## src/rtl/cvw.sv

```systemverilog
`default_nettype none
// +----------------------------------------------------------------------+
// | cvw                                                                  |
// | Shared uncore types: configuration record and AHB data-phase states. |
// | Revision: 1.0                                                        |
// +----------------------------------------------------------------------+
package cvw;

  // Configuration record handed down to uncore blocks.
  typedef struct packed {
    int AHBW;
  } cvw_t;

  localparam cvw_t CVW_DEFAULT = '{AHBW: 32};

  // Data-phase state of the AHB subordinate multiplexer.
  typedef enum logic [1:0] {
    DP_NONE = 2'd0,
    DP_SLV  = 2'd1,
    DP_ERR1 = 2'd2,
    DP_ERR2 = 2'd3
  } ahbdp_state_t;

endpackage
`default_nettype wire

```

## src/rtl/ahb_onehot_check.sv

```systemverilog
`default_nettype none
// +----------------------------------------------------------------------+
// | ahb_onehot_check                                                     |
// | Classifies a select vector as zero / one-hot and returns the index   |
// | of its set bit (meaningful only when one-hot).                       |
// | Revision: 1.0                                                        |
// +----------------------------------------------------------------------+
module ahb_onehot_check #(
  parameter int N  = 8,
  parameter int IW = (N > 1) ? $clog2(N) : 1
) (
  input  logic [N-1:0]  vec,
  output logic          zero,
  output logic          onehot,
  output logic [IW-1:0] index
);

  // Zero/one-hot test plus OR-reduction of the set bit positions.
  always_comb begin
    zero   = (vec == '0);
    onehot = !zero && ((vec & (vec - N'(1))) == '0);
    index  = '0;
    for (int i = 0; i < N; i++) begin
      if (vec[i]) index = index | IW'(i);
    end
  end

endmodule
`default_nettype wire

```

## src/rtl/ahb_slave_mux.sv

```systemverilog
`default_nettype none
// +----------------------------------------------------------------------+
// | ahb_slave_mux                                                        |
// | AHB-Lite data-phase multiplexer and response generator: muxes the    |
// | selected subordinate back to the master, answers unmapped accesses   |
// | with a two-cycle ERROR, times out stuck wait states and quarantines  |
// | subordinates that hung until they finish the abandoned transfer.     |
// | Revision: 1.0                                                        |
// +----------------------------------------------------------------------+
module ahb_slave_mux import cvw::*; #(
  parameter cvw_t P              = CVW_DEFAULT,
  parameter int   NSLAVES        = 8,
  parameter int   TIMEOUT_CYCLES = 1024,
  parameter int   ERR_UNMAPPED   = 1
) (
  input  logic                             HCLK,
  input  logic                             HRESETn,
  input  logic [NSLAVES-1:0]               HSEL,
  input  logic [1:0]                       HTRANS,
  input  logic [NSLAVES-1:0]               HREADYOUT_S,
  input  logic [NSLAVES-1:0]               HRESP_S,
  input  logic [NSLAVES-1:0][P.AHBW-1:0]   HRDATA_S,
  output logic [P.AHBW-1:0]                HRDATA,
  output logic                             HREADY,
  output logic                             HRESP,
  output logic [NSLAVES-1:0]               HSELD,
  output logic [NSLAVES-1:0]               Hung,
  output logic                             TimeoutEvt
);

  localparam int AHBW   = P.AHBW;
  localparam int IW     = (NSLAVES > 1) ? $clog2(NSLAVES) : 1;
  localparam bit TO_EN  = (TIMEOUT_CYCLES > 0);
  localparam int CW     = TO_EN ? $clog2(TIMEOUT_CYCLES + 1) : 1;
  localparam logic [CW-1:0] CNT_LIMIT = TO_EN ? CW'(TIMEOUT_CYCLES - 1) : '0;

  ahbdp_state_t        state;
  logic [CW-1:0]       wait_cnt;

  logic                sel_zero;
  logic                sel_onehot;
  logic [IW-1:0]       sel_idx;
  logic                seld_zero;
  logic                seld_onehot;
  logic [IW-1:0]       seld_idx;
  logic                unused_flags;

  logic                slv_ready;
  logic                slv_resp;
  logic                sel_hung;
  logic                timeout;
  logic [NSLAVES-1:0]  hung_release;

  ahb_onehot_check #(.N(NSLAVES), .IW(IW)) u_sel_check (
    .vec    (HSEL),
    .zero   (sel_zero),
    .onehot (sel_onehot),
    .index  (sel_idx)
  );

  ahb_onehot_check #(.N(NSLAVES), .IW(IW)) u_seld_check (
    .vec    (HSELD),
    .zero   (seld_zero),
    .onehot (seld_onehot),
    .index  (seld_idx)
  );

  // An empty vector is simply "not one-hot" here, so the zero flags are spare.
  assign unused_flags = sel_zero ^ seld_zero;

  // Response of the subordinate owning the current data phase, plus decode helpers.
  always_comb begin
    slv_ready    = seld_onehot && HREADYOUT_S[seld_idx];
    slv_resp     = seld_onehot && HRESP_S[seld_idx];
    sel_hung     = |(HSEL & Hung);
    hung_release = HREADYOUT_S & ~HSELD;
    timeout      = TO_EN && (state == DP_SLV) && !slv_ready && (wait_cnt == CNT_LIMIT);
  end

  // Master-facing handshake depends only on state and subordinate inputs.
  always_comb begin
    HREADY = 1'b1;
    HRESP  = 1'b0;
    case (state)
      DP_SLV: begin
        HREADY = slv_ready;
        HRESP  = slv_resp;
      end
      DP_ERR1: begin
        HREADY = 1'b0;
        HRESP  = 1'b1;
      end
      DP_ERR2: HRESP = 1'b1;
      default: ;
    endcase
  end

  // AND-OR read-data mux; HSELD is zero outside DP_SLV, so idle/error give 0.
  always_comb begin
    HRDATA = '0;
    for (int i = 0; i < NSLAVES; i++) begin
      HRDATA = HRDATA | (HRDATA_S[i] & {AHBW{HSELD[i]}});
    end
  end

  // Data-phase FSM, wait counter, quarantine mask and timeout pulse.
  always_ff @(posedge HCLK or negedge HRESETn) begin
    if (!HRESETn) begin
      state      <= DP_NONE;
      HSELD      <= '0;
      Hung       <= '0;
      wait_cnt   <= '0;
      TimeoutEvt <= 1'b0;
    end else begin
      TimeoutEvt <= timeout;
      // A timeout marks the stuck subordinate; it is released once it shows
      // ready while no longer owning the data phase.
      Hung <= (Hung & ~hung_release) | (timeout ? HSELD : '0);
      if (HREADY) begin
        wait_cnt <= '0;
        if (HTRANS[1] && sel_onehot && !sel_hung) begin
          state <= DP_SLV;
          HSELD <= HSEL;
        end else if (HTRANS[1] && (ERR_UNMAPPED != 0)) begin
          state <= DP_ERR1;
          HSELD <= '0;
        end else begin
          state <= DP_NONE;
          HSELD <= '0;
        end
      end else if (timeout) begin
        state    <= DP_ERR1;
        HSELD    <= '0;
        wait_cnt <= '0;
      end else if (state == DP_ERR1) begin
        state <= DP_ERR2;
      end else if (state == DP_SLV && TO_EN) begin
        wait_cnt <= wait_cnt + CW'(1);
      end
    end
  end

endmodule
`default_nettype wire

```

## config.mk

```make
export PLATFORM = sky130hd
export DESIGN_NAME = ahb_slave_mux
export DESIGN_NICKNAME = d
export VERILOG_FILES = /design/src/rtl/cvw.sv /design/src/rtl/ahb_onehot_check.sv /design/src/rtl/ahb_slave_mux.sv
export SDC_FILE = /design/constraint.sdc
export NUM_CORES = 1
export LEC_CHECK = 0
export BUFFER_PORTS_ARGS = -buffer_cell sky130_fd_sc_hd__buf_2
export CORE_AREA = 2 2 128 130
export CTS_CLUSTER_DIAMETER = 120
export DETAILED_ROUTE_END_ITERATION = 10
export DIE_AREA = 0 0 130 132
export PLACE_DENSITY = 0.61
export SLEW_MARGIN = 20
export SYNTH_ARGS = -nofsm -noshare
export SYNTH_HDL_FRONTEND = slang
export SYNTH_SLANG_ARGS = --single-unit
```

## constraint.sdc

```tcl
create_clock -name HCLK -period 6.6 [get_ports HCLK]
set_input_delay 0.99 -clock HCLK [delete_from_list [all_inputs] [get_ports HCLK]]
set_output_delay 0.99 -clock HCLK [all_outputs]
set_load 0.01 [all_outputs]
```

=== After elaboration in Yosys (flattened, before gate mapping) ===
Index checks and enable logic that the tools add are counted.

* Register bits after elaboration: 30
* Output and inout port bits: 51
* Input port bits: 284
* Logic and storage cells: 85

* Bitwise logic cells: 23
* Multiplexer cells: 26
* Magnitude comparators: 1
* Reductions and logical operators: 22
* Add/sub/neg operators: 3
* Equality and inequality tests: 5

{| class="wikitable"
|+ Operator list
! kind !! count
|-
| $and 32x32->32 || 8
|-
| $or 32x32->32 || 7
|-
| $mux 11 || 4
|-
| $and 8x8->8 || 5
|-
| $logic_not 8->1 || 4
|-
| $mux 8 || 4
|-
| $not 8->8 || 2
|-
| $sub 8x1->8 const B || 2
|-
| $mux 2 || 7
|-
| $mux 3 || 4
|-
| $add 11x1->11 const B || 1
|-
| $eq 11x10->1 const B || 1
|-
| $logic_and 1x1->1 || 8
|-
| $or 8x8->8 || 1
|-
| $reduce_or 8->1 || 1
|-
| $bmux 1 s3 || 2
|-
| $reduce_bool 3->1 || 2
|-
| $eq 2x2->1 const B || 2
|-
| $logic_not 1->1 || 4
|-
| $lt 3x4->1 const B || 1
|-
| $pmux 1 s2 || 2
|-
| $mux 1 || 3
|-
| $ne 3x3->1 const B || 1
|-
| $eq 2x1->1 const B || 1
|-
| other kinds (3) || 3
|}

=== Depth between registers and ports, before layout ===
* Depth after elaboration: 15
* Mapped depth: 9
* Mapped depth without buffers: 6

=== By module ===
Synthesis repeated with hierarchy kept, for this count alone.

* Cells, all modules: 405
* Area total of the unflattened synthesis: 3214.3 sq um

{| class="wikitable"
|+ By module, submodules not included
! module !! area each (sq um) !! cells an instance !! seq. area each (sq um) !! times used
|-
| ahb_slave_mux || 2944.1 || 361 || 750.7 || 1
|-
| ahb_onehot_check || 135.1 || 22 || 0.0 || 2
|}

=== Least setup slack after synthesis ===
No wires, ideal clock.

* Path kind: flip-flop to output port
* From: register HSELD[0]
* To: output port HREADY
* Path buffers: 2
* Arrival time: 2028 ps
* Required time: 5610 ps
* Cell stages (with the launch flop): 8
* Path slack: 3582 ps
* Path through: dfrtp_1 buf_2 maj3_2 or2_2 a221oi_1 o22ai_2 buf_2 a21oi_2

* Cells in the longest elaborated chain, start to end: 6
* Elaborated cells between the ends (all ways): 8
* Those cells by class: add/sub (1); mux (1); bitwise (1); reduce/logical (5)

{| class="wikitable"
|+ RTL lines
! item !! line !! RTL
|-
| start: declaration || ahb_slave_mux.sv:26 || <nowiki>output logic [NSLAVES-1:0] HSELD,</nowiki>
|-
| start signal: assignment || ahb_slave_mux.sv:110 || <nowiki>HSELD <= '0;</nowiki>
|-
| start signal: assignment || ahb_slave_mux.sv:123 || <nowiki>HSELD <= HSEL;</nowiki>
|-
| start signal: assignment || ahb_slave_mux.sv:126 || <nowiki>HSELD <= '0;</nowiki>
|-
| $sub 8x1->8 || ahb_onehot_check.sv:21 || <nowiki>onehot = !zero && ((vec & (vec - N'(1))) == '0);</nowiki>
|-
| $and 8x8->8 || ahb_onehot_check.sv:21 ||
|-
| $logic_not 8->1 || ahb_onehot_check.sv:21 ||
|-
| $logic_and 1x1->1 (*) || ahb_onehot_check.sv:21 ||
|-
| $logic_and 1x1->1 (*) || ahb_slave_mux.sv:73 || <nowiki>slv_ready = seld_onehot && HREADYOUT_S[seld_idx];</nowiki>
|-
| $pmux 1 s2 (*) || ahb_slave_mux.sv:84 || <nowiki>case (state)</nowiki>
|-
| end: declaration || ahb_slave_mux.sv:24 || <nowiki>output logic HREADY,</nowiki>
|}

Every way passes the cells marked *; elsewhere a longest branch is shown, timed or not.

=== Worst setup path in the final report ===
* From: register HSELD[3]
* To: output port HREADY

* Cells in the longest elaborated chain, start to end: 9
* Elaborated cells between the ends (all ways): 15
* Those cells by class: add/sub (1); mux (8); bitwise (1); reduce/logical (5)

{| class="wikitable"
|+ RTL lines
! item !! line !! RTL
|-
| $mux 2 || ahb_onehot_check.sv:24 || <nowiki>if (vec[i]) index = index | IW'(i);</nowiki>
|-
| $mux 3 (4 in a row) || ahb_onehot_check.sv:24 ||
|-
| $bmux 1 s3 || ahb_slave_mux.sv:73 ||
|-
| $mux 1 (implied by the code) || ahb_slave_mux.sv:73 ||
|-
| $logic_and 1x1->1 (*) || ahb_slave_mux.sv:73 ||
|-
| $pmux 1 s2 (*) || ahb_slave_mux.sv:84 ||
|}

Every way passes the cells marked *; elsewhere a longest branch is shown, timed or not. The select of a mux whose other input is x is not followed.

==> impl_metrics.env <==
export IMPL_ir_drop_mv=0.100
export IMPL_worst_pin_slew_ns=1.05
export IMPL_yosysSeqAreaShare_pct=24.3
export IMPL_ys_ff_latch=30
export IMPL_path_cells="nor4_4 > mux2i_1 > a211oi_2 > o22ai_2 > a21oi_2 > buf_2"
export IMPL_drt_wirelength_per_cell_um=20.5
export IMPL_cp_buffers_inverters=1
export IMPL_numCtsBuffers=5
export IMPL_clock_skew_ns=0.00592
export IMPL_slew_viol_final=0
export IMPL_grt_busiest_layer="met2"
export IMPL_holdBufCountCts=0
export IMPL_synth_top_area_share_pct=31.1
export IMPL_p_leak_nw=2.55
export IMPL_track_usage_pct=19.8
export IMPL_vias=4869
export IMPL_areaGrowthSynthToFinish_pct=63.3
export IMPL_core_area_um2=15700
export IMPL_htreeDepth=2
export IMPL_cts_setup_buffers=0
export IMPL_hpwl_um=14100
export IMPL_syn_inst=374
export IMPL_grt_pass1_wl_um=26200
export IMPL_firstDrtPassIters=6
export IMPL_drc_errors=0
export IMPL_cts_clk_slew_worst_paths_ns=0.05
export IMPL_drt_total_wl_um=18400
export IMPL_crit_type="flop to output pin"
export IMPL_pin_count=335
export IMPL_synth_top_area_cell="a22oi_1"
export IMPL_num_rows=46
export IMPL_status="finished clean"
export IMPL_dieWidth_um=130
export IMPL_max_freq_ghz=0.250
export IMPL_use_met1_pct=26.3
export IMPL_grt_pass1_vias=4636
export IMPL_p_per_area_nw_per_um2=142
export IMPL_ys_flop_type="dfrtp_1"
export IMPL_finalPower_mw=0.713
export IMPL_timing_final_crit_share_pct=60.5
export IMPL_hp_class="flop to flop"
export IMPL_clock_latency_ns=0.28
export IMPL_arrival_ns=3.00
export IMPL_synthesis_area_um2=3090
export IMPL_cts_resized=0
export IMPL_cts_tree="yes"
export IMPL_worst_path_largest_cell_delay_ns=0.76
export IMPL_slew_headroom_pct=30.2
export IMPL_reg2reg_slack_ns=3.55
export IMPL_setup_worst_path_start_class="flop"
export IMPL_cts_root_buf="clkbuf_16"
export IMPL_fin_crit_ns=3.99
export IMPL_cp_slowest_cell="dfrtp_2"
export IMPL_die_height_um=132
export IMPL_grtUsageMet2_pct=31.0
export IMPL_final_layout_size_suffix_gt1_share_pct=53.0
export IMPL_grt_max_degree=45
export IMPL_yosysWarnings=0
export IMPL_clockBufferDepth=2
export IMPL_overflow=0
export IMPL_ant_nets=0
export IMPL_syn_area_per_cell_um2=8.25
export IMPL_avgViaCountPerCell=5.40
export IMPL_drv_cap=0
export IMPL_crit_fanout=42
export IMPL_yosys_cell_types_count=55
export IMPL_synthTopCellsByArea="a22oi_1 (31%), dfrtp_1 (24%), nand4_1 (7.5%)"
export IMPL_dieArea_um2=17200
export IMPL_floorplan_initialDensity_pct=19.6
export IMPL_grt_setup_unrepaired="no"
export IMPL_tns_ns=0
export IMPL_cts_sinks=30
export IMPL_endpoint_kind="output pin"
export IMPL_drt_iter0_drc=394
export IMPL_synth_nets=659
export IMPL_port_buffers=333
export IMPL_cp_required_ns=5.61
export IMPL_synthArstFlopShare_pct=100
export IMPL_nNetsFinal=963
export IMPL_antenna_found_initial=8
export IMPL_setup_violations=0
export IMPL_gp_congestion=0.877
export IMPL_final_hold_viol_count=0
export IMPL_grtUsageMet3_pct=5.11
export IMPL_synth_edf_count=0
export IMPL_path_delay_family="compound AO/OA/AOI/OAI gates"
==> layout make-up <==
type / instances / area [um2]
fill: 1716 / 10700
sequential: 30 / 759
timing repair buffer: 334 / 1670
inverter: 4 / 15.0
multi-input combinational: 303 / 2170
tap: 216 / 270
antenna: 6 / 15.0
clock buffer: 8 / 136
==> synthesized netlist by cell type (all sizes together), types with 3 or more instances <==
master / instances
nor2: 3
nor4: 3
o31ai: 3
nand3: 9
nor2b: 10
o21ai: 9
or4: 3
o22a: 9
nand2b: 4
buf: 14
clkbuf: 23
a31oi: 4
inv: 4
or2: 3
nor3: 7
a22o: 8
o211ai: 3
a211oi: 5
a21oi: 6
mux2i: 3
nand2: 21
nand4: 37
o22ai: 3
a22oi: 128
dfrtp: 30
==> where the power goes <==
group / leakage (nW) / switching, mW / total [mW] / internal [mW]
clock network: 0.0652 / 0.0783 / 0.218 / 0.140
registers: 0.402 / 0.0224 / 0.218 / 0.196
logic: 2.09 / 0.150 / 0.276 / 0.126
total: 2.55 / 0.251 / 0.713 / 0.462
==> metrics by stage <==
stage | utilization [%] | setup WS [ns] | hold slack [ns] | instances | cell area, um2
floorplan | - | 3.58 | 0.478 | 374 | 3090
global placement | 31.1 | 2.91 | 0.498 | 887 | 4890
detailed placement | 31.1 | 2.95 | 0.512 | 887 | 4890
CTS | 32.0 | 2.63 | 0.521 | 895 | 5020
global route | 32.1 | 2.45 | 0.552 | 901 | 5040
finish | 32.1 | 2.61 | 0.512 | 901 | 5040
==> cells in the final DEF (no fill, tap or decap), types with 4 or more instances in the layout <==
cell       count
a22oi_1      128
nand2b_1       4
a21oi_1        5
dfrtp_1       23
nand2_1       21
a22o_1         8
o22a_1         8
inv_1          4
nor3_1         6
diode_2        6
a31oi_1        4
dfrtp_2        7
o21ai_0        6
buf_2        333
nor2b_1       10
nand3_1        9
nand4_1       37
clkbuf_16      5
==> path summary, 6_finish.rpt <==
path	start	end	cells past startpoint
max reg2reg	HSELD[3]$_DFFE_PN0P_	wait_cnt[0]$_DFFE_PN0P_	6
min in group asynchronous	HRESETn	Hung[6]$_DFF_PN0_	1
min reg2reg	wait_cnt[10]$_DFFE_PN0P_	wait_cnt[10]$_DFFE_PN0P_	2
max in group asynchronous	HRESETn	HSELD[7]$_DFFE_PN0P_	1
min	wait_cnt[10]$_DFFE_PN0P_	wait_cnt[10]$_DFFE_PN0P_	2
max	HSELD[3]$_DFFE_PN0P_	HREADY	6
==> state kept, by name, indices dropped and copies added, names as in the netlist <==
name	cells
HSELD	8
state	2
Hung	8
TimeoutEvt	1
wait_cnt	11
==> worst min-delay path: cells and delay by family (launching register included) <==
family / cells / cell delay (ns)
compound gates: 1 / 0.07
simple gates: 1 / 0.04
flops: 1 / 0.37
==> kinds of logic after synthesis <==
kind of cell	Yosys count	share of synthesized area (%)
adders and majority gates	2	0.770
DFF	30	24.3
buffers and inverters	41	5.43
and+or+nand+nor	106	20.4
AOI/OAI and AO/OA	190	47.5
xor gates and xnor gates	2	0.568
muxes	3	0.973
==> routing by layer <==
layer,vias up,share of wire [%]
met5,-,0.16
met4,4,2.7
met3,43,11
met2,352,46
met1,2276,40
li1,2194,-
(Power assumes the default switching activity.)
